File: config.mk
export PLATFORM = sky130hd
export DESIGN_NAME = snake_cmd_arbiter
export DESIGN_NICKNAME = d
export VERILOG_FILES = /design/src/rtl/snake_cmd_arbiter_pkg.sv /design/src/rtl/snake_cmd_arbiter_cmd_fifo.sv /design/src/rtl/snake_cmd_arbiter.sv
export SDC_FILE = /design/constraint.sdc
export NUM_CORES = 1
export LEC_CHECK = 0
export BUFFER_PORTS_ARGS = -buffer_cell sky130_fd_sc_hd__buf_2
export CORE_MARGIN = 2
export CORE_UTILIZATION = 24
export CTS_CLUSTER_SIZE = 25
export DETAILED_ROUTE_END_ITERATION = 7
export PLACE_DENSITY = 0.52
export SLEW_MARGIN = 20
export SYNTH_ARGS = -nofsm -noshare
export SYNTH_HDL_FRONTEND = slang
export SYNTH_HIERARCHICAL = 1
export SYNTH_SLANG_ARGS = --single-unit
File: constraint.sdc
create_clock -name pixel_clk -period 5.2 [get_ports pixel_clk]
set_clock_uncertainty 0.05 [all_clocks]
set_input_delay 1.04 -clock pixel_clk [delete_from_list [all_inputs] [get_ports pixel_clk]]
set_output_delay 1.04 -clock pixel_clk [all_outputs]
set_load 0.01 [all_outputs]
File: src/rtl/snake_cmd_arbiter_pkg.sv
// Shared encodings for the snake command arbiter: directions, key bit map,
// game state and the small direction helpers used by the filter.
package snake_cmd_arbiter_pkg;

    localparam logic [1:0] DIR_UP    = 2'd0;
    localparam logic [1:0] DIR_DOWN  = 2'd1;
    localparam logic [1:0] DIR_LEFT  = 2'd2;
    localparam logic [1:0] DIR_RIGHT = 2'd3;

    localparam int KEY_UP    = 0;
    localparam int KEY_DOWN  = 1;
    localparam int KEY_LEFT  = 2;
    localparam int KEY_RIGHT = 3;
    localparam int KEY_START = 4;
    localparam int KEY_PAUSE = 5;
    localparam int KEY_SPEED = 6;

    typedef enum logic [1:0] {
        ST_IDLE,
        ST_RUN,
        ST_PAUSE
    } game_state_t;

    function automatic logic [1:0] opposite(input logic [1:0] d);
        case (d)
            DIR_UP:   opposite = DIR_DOWN;
            DIR_DOWN: opposite = DIR_UP;
            DIR_LEFT: opposite = DIR_RIGHT;
            default:  opposite = DIR_LEFT;
        endcase
    endfunction

    // {valid, dir}: lowest set press index wins
    function automatic logic [2:0] dir_pick(input logic [3:0] p);
        dir_pick = 3'b000;
        for (int i = 3; i >= 0; i--)
            if (p[i]) dir_pick = {1'b1, 2'(i)};
    endfunction

endpackage

File: src/rtl/snake_cmd_arbiter_cmd_fifo.sv
// DEPTH x 2-bit synchronous FIFO with flush; exposes both head and the most
// recently written entry (tail) so the caller can filter against it.
module cmd_fifo #(
    parameter int DEPTH = 4
) (
    input  logic                   clk,
    input  logic                   rst,
    input  logic                   flush,
    input  logic                   push,
    input  logic                   pop,
    input  logic [1:0]             din,
    output logic [1:0]             head,
    output logic [1:0]             tail,
    output logic [$clog2(DEPTH):0] count,
    output logic                   full,
    output logic                   empty
);
    localparam int AW = $clog2(DEPTH);
    localparam logic [AW:0] FULL_CNT = (AW+1)'(DEPTH);

    logic [1:0]    mem [DEPTH];
    logic [AW-1:0] rd_ptr, wr_ptr, last_ptr;
    logic          do_push, do_pop;

    assign empty    = (count == '0);
    assign full     = (count == FULL_CNT);
    assign do_pop   = pop && !empty;
    // a pop in the same cycle frees the slot, so a full queue still accepts
    assign do_push  = push && (!full || do_pop);
    assign last_ptr = wr_ptr - 1'b1;
    assign head     = mem[rd_ptr];
    assign tail     = mem[last_ptr];

    always_ff @(posedge clk) begin
        if (rst || flush) begin
            rd_ptr <= '0;
            wr_ptr <= '0;
            count  <= '0;
        end else begin
            if (do_push) wr_ptr <= wr_ptr + 1'b1;
            if (do_pop)  rd_ptr <= rd_ptr + 1'b1;
            case ({do_push, do_pop})
                2'b10:   count <= count + 1'b1;
                2'b01:   count <= count - 1'b1;
                default: ;
            endcase
        end
    end

    always_ff @(posedge clk) begin
        if (do_push) mem[wr_ptr] <= din;
    end

endmodule

File: src/rtl/snake_cmd_arbiter.sv
// Merges button and IR keys into queued snake steering commands and owns the
// idle/run/pause state. Define SNAKE_IR_EN to compile in the IR key path.
module snake_cmd_arbiter
    import snake_cmd_arbiter_pkg::*;
#(
    parameter int         DEPTH    = 4,
    parameter bit         BTN_PRIO = 1'b1,
    parameter logic [1:0] INIT_DIR = 2'd3
) (
    input  logic                   pixel_clk,
    input  logic                   sys_rst,
    input  logic [5:0]             key_btn,
    input  logic [6:0]             key_ir,
    input  logic                   btn_speed,
    input  logic                   tick,
    input  logic                   game_over,
    output logic [1:0]             dir,
    output logic                   dir_upd,
    output logic                   run,
    output logic                   paused,
    output logic                   speed_step,
    output logic [$clog2(DEPTH):0] q_count,
    output logic                   overflow
);
    // bit 6 of each key vector is the speed key
    logic [6:0] btn_q, btn_qq, btn_press, ir_press;

    always_ff @(posedge pixel_clk) begin
        if (sys_rst) begin
            btn_q  <= '0;
            btn_qq <= '0;
        end else begin
            btn_q  <= {btn_speed, key_btn};
            btn_qq <= btn_q;
        end
    end
    assign btn_press = btn_q & ~btn_qq;

`ifdef SNAKE_IR_EN
    logic [6:0] ir_q, ir_qq;

    always_ff @(posedge pixel_clk) begin
        if (sys_rst) begin
            ir_q  <= '0;
            ir_qq <= '0;
        end else begin
            ir_q  <= key_ir;
            ir_qq <= ir_q;
        end
    end
    assign ir_press = ir_q & ~ir_qq;
`else
    logic ir_unused;
    assign ir_unused = ^key_ir;
    assign ir_press  = '0;
`endif

    logic [2:0] btn_pick, ir_pick, cand;
    logic [1:0] ref_dir, head, tail;
    logic       accept, start_p, pause_p, full, empty;

    assign btn_pick = dir_pick(btn_press[KEY_RIGHT:KEY_UP]);
    assign ir_pick  = dir_pick(ir_press[KEY_RIGHT:KEY_UP]);

    always_comb begin
        cand = btn_pick;
        if (ir_pick[2] && (!btn_pick[2] || !BTN_PRIO)) cand = ir_pick;
    end

    // filter against where the snake will be heading once the queue drains
    assign ref_dir = empty ? dir : tail;
    assign accept  = cand[2] && (cand[1:0] != ref_dir) && (cand[1:0] != opposite(ref_dir));
    assign start_p = btn_press[KEY_START] | ir_press[KEY_START];
    assign pause_p = btn_press[KEY_PAUSE] | ir_press[KEY_PAUSE];

    game_state_t state, state_nx;
    logic [1:0]  dir_nx;
    logic        flush, push, pop, ovf_nx;

    always_ff @(posedge pixel_clk) begin
        if (sys_rst) begin
            state      <= ST_IDLE;
            dir        <= INIT_DIR;
            dir_upd    <= 1'b0;
            speed_step <= 1'b0;
            overflow   <= 1'b0;
        end else begin
            state      <= state_nx;
            dir        <= dir_nx;
            dir_upd    <= (dir_nx != dir);
            speed_step <= btn_press[KEY_SPEED] | ir_press[KEY_SPEED];
            overflow   <= ovf_nx;
        end
    end

    always_comb begin
        state_nx = state;
        dir_nx   = dir;
        flush    = 1'b0;
        pop      = tick && (state == ST_RUN) && !empty;
        push     = accept && (state == ST_RUN);
        ovf_nx   = overflow | (push && full && !pop);
        if (pop) dir_nx = head;
        case (state)
            ST_IDLE: if (start_p) begin
                state_nx = ST_RUN;
                flush    = 1'b1;
                dir_nx   = INIT_DIR;
            end
            ST_RUN:   if (pause_p) state_nx = ST_PAUSE;
            ST_PAUSE: if (pause_p || start_p) state_nx = ST_RUN;
            default:  state_nx = ST_IDLE;
        endcase
        if (game_over && state != ST_IDLE) state_nx = ST_IDLE;
    end

    assign run    = (state == ST_RUN);
    assign paused = (state == ST_PAUSE);

    cmd_fifo #(.DEPTH(DEPTH)) u_fifo (
        .clk   (pixel_clk),
        .rst   (sys_rst),
        .flush (flush),
        .push  (push),
        .pop   (pop),
        .din   (cand[1:0]),
        .head  (head),
        .tail  (tail),
        .count (q_count),
        .full  (full),
        .empty (empty)
    );

endmodule

==> results by group <==
Critical path
  • FF-to-FF Start: u_fifo/wr_ptr[0]
  • CP dominant cell by count: inv_1
  • Worst path cell trace: inv_1 -> ha_1 -> mux4_2 -> mux2i_1 -> o21bai_1 -> a21boi_1 -> nor2_1 -> inv_1 -> nand2b_1 -> fa_1 -> o21ba_2 -> o211ai_1 -> a221oi_1
  • Cell count of the worst reg-to-reg path: 13
  • Worst path max stage delay: 0.68 ns
  • Crit Path Max Fanout: 14
  • Worst path bufs/invs: 2
  • WP data arrival: between 3 and 4 ns
  • CP startpoint kind: flip-flop
  • Crit Path Category: flip-flop to flip-flop
  • Slowest CP cell: nor2_1
  • CP Data Required Time: 5.34 ns
  • Worst R2R End: u_fifo/count[1]
  • Critical Path End Type: flip-flop
  • Reg2reg setup slack: 1.50 ns
  • CP delay by family, top: compound AO/OA/AOI/OAI gates

Synthesis
  • Synth warn: 6
  • Cells after synthesis: 163
  • Average cell area after synthesis: ~11 um2
  • Synthesized area: 1737 um2
  • Syn nets: about 190

Placement
  • DP HPWL: 2.206 mm
  • Post-Place Cell Area: approximately 1900 um2
  • Buffers on Ports: 20
  • Final Wtd Congestion: 0.6864

Timing
  • Final-report hold violation count: 0
  • Final worst-path cycle share: 0.7118
  • Setup TNS: 0 ns
  • Actual slew at the worst max-slew pin: just under 0.9 ns
  • Final slew viol count: 0
  • RSZ-0062 raised after global routing: no
  • F_max: 0.2702 GHz
  • Setup violations, final: 0
  • Rel. slew slack: 0.4188
  • Min cycle time layout: 3.701 ns

Min path
  • Hold Crit Depth: 1
  • Min-Delay Endpoint: speed_step
  • HP Class: flip-flop to flip-flop
  • Worst Min Path Start: btn_qq[6]

Routing
  • DR vias/cell: roughly 4.2
  • Post-route ant nets: 0
  • Drt total wl: 3.110 mm
  • Drt wl/cell: approximately 11 um
  • DRC violation total after the first TritonRoute iteration: 48
  • Via Count: 1179
  • Residual DRC: 0
  • DR pass1 iterations: 4

Clock tree
  • CTS tree: built
  • Clk sinks: 38
  • Clock tree buffer depth: 2
  • Post-CTS sizing: 0
  • Hold-fix buffers at CTS: 0
  • Number of CTS-inserted buffers: 5
  • Clk root buf: clkbuf_8
  • Reg clk slew, reported paths: about 0.080 ns
  • H-tree depth: 2
  • Clock latency on the worst-skew pair: 0.28 ns
  • Post-CTS setup repair buffer count: 0

Layout
  • Layout area overhead: 17.87%
  • Most common cell after layout, fill and taps aside: dfxtp_1
  • Ratio of cells with drive above 1 in the final layout: 0.2077
  • Most frequent cells in the layout: 30 x dfxtp_1, 21 x nor2b_1, 20 x buf_2
  • Inserted Diodes: 0
  • Fin area: 2047 um2
  • Nets: 205
  • Storage cell area: roughly 840 um2
  • Filler cells: between 700 and 800
  • Area used by multi-input combinational logic: 810.8 um2

Power and ir drop
  • Clock network power share: 0.451
  • Sw Share: 0.2001
  • Cell-internal power: a little over 0.5 mW
  • Net Sw Power: ~0.13 mW
  • Peak VDD IR: roughly 0.094 mV
  • Leak: ~0.76 nW
  • Seq pwr share: 0.492
  • Pwr/cell area: 312.2 nW/um2
  • Comb power frac: 0.058

Global route
  • Global-route wire length before repair: 5.147 mm
  • Initial antenna violation count: 0
  • M2 GR Usage: 0.1398
  • M3 GR Usage: 0.02770
  • Met1 Usage GRT: 0.1029
  • GR Overflow Total: 0
  • Vias in the first global route: 1107
  • Total track usage: 0.08646
  • Layer with the highest usage: met2
  • Pin count of the biggest net entering global routing: 22

Floorplanning
  • Core ar.: about 7000 um2
  • Die width: 89.07 um
  • Vert. Die Dim: 89.07 um
  • Rows: 31
  • # IOs: 28
  • Starting Density: 0.2433
  • Die Area: 7933 um2

Outcome
  • Status: completed

Job
  • Max cap viols: 0
==> routing by layer <==
metal	wire, um	vias up
met5	0	-
met4	56	0
met3	85	4
met2	1454	17
met1	1514	549
li1	-	609
==> per-stage QoR <==
| stage | instances | setup slack, ns | hold WS, ns | utilization | power (mW) |
|---|---|---|---|---|---|
| detailed placement | 274 | 1.449 | 0.3277 | 0.2675 | 0.3587 |
| finish | 282 | 1.499 | 0.3358 | 0.2868 | 0.6390 |
| CTS | 282 | 1.433 | 0.3399 | 0.2868 | 0.6496 |
| global route | 282 | 1.077 | 0.3503 | 0.2868 | 0.6660 |
| floorplan | 163 | 2.181 | 0.3174 | - | 0.3477 |
| global placement | 274 | 1.480 | 0.3230 | 0.2675 | 0.3577 |
==> state kept, by name, indices dropped and copies added (netlist names), named ones only <==
register / count
overflow: 1
dir_upd: 1
state: 2
btn_qq: 7
speed_step: 1
u_fifo/rd_ptr: 2
u_fifo/wr_ptr: 2
dir: 2
u_fifo/count: 3
btn_q: 7
u_fifo/mem: 8
==> final cells by class <==
type / count / share of cell area
inverters: 9 / 0.01650
repair buffers: 20 / 0.04890
clock inverters: 1 / 0.01467
clock buffers: 7 / 0.05257
well taps: 99 / 0.06051
flip-flops and latches: 38 / 0.4108
multi-input cells: 108 / 0.3961
==> power by group through the flow <==
stage	Combinational, mW	Sequential (mW)	Clock [mW]
after floorplan	0.0283	0.319	0
after global placement	0.0370	0.321	0
after detailed placement	0.0377	0.321	0
after CTS	0.0378	0.314	0.298
after global routing	0.0417	0.315	0.309
final	0.0369	0.314	0.288
==> worst max-delay path by stage <==
stage | start | endpoint | cells past startpoint
5_1_grt | u_fifo/wr_ptr[0] | u_fifo/count[1] | 13
2_1_floorplan | u_fifo/wr_ptr[0] | u_fifo/count[1] | 14
3_5_place_dp | u_fifo/wr_ptr[0] | u_fifo/count[1] | 13
6_report | u_fifo/wr_ptr[0] | u_fifo/count[1] | 13
3_3_place_gp | u_fifo/wr_ptr[0] | u_fifo/count[1] | 13
4_1_cts | u_fifo/wr_ptr[0] | u_fifo/count[1] | 13
(Power assumes the default switching activity.)
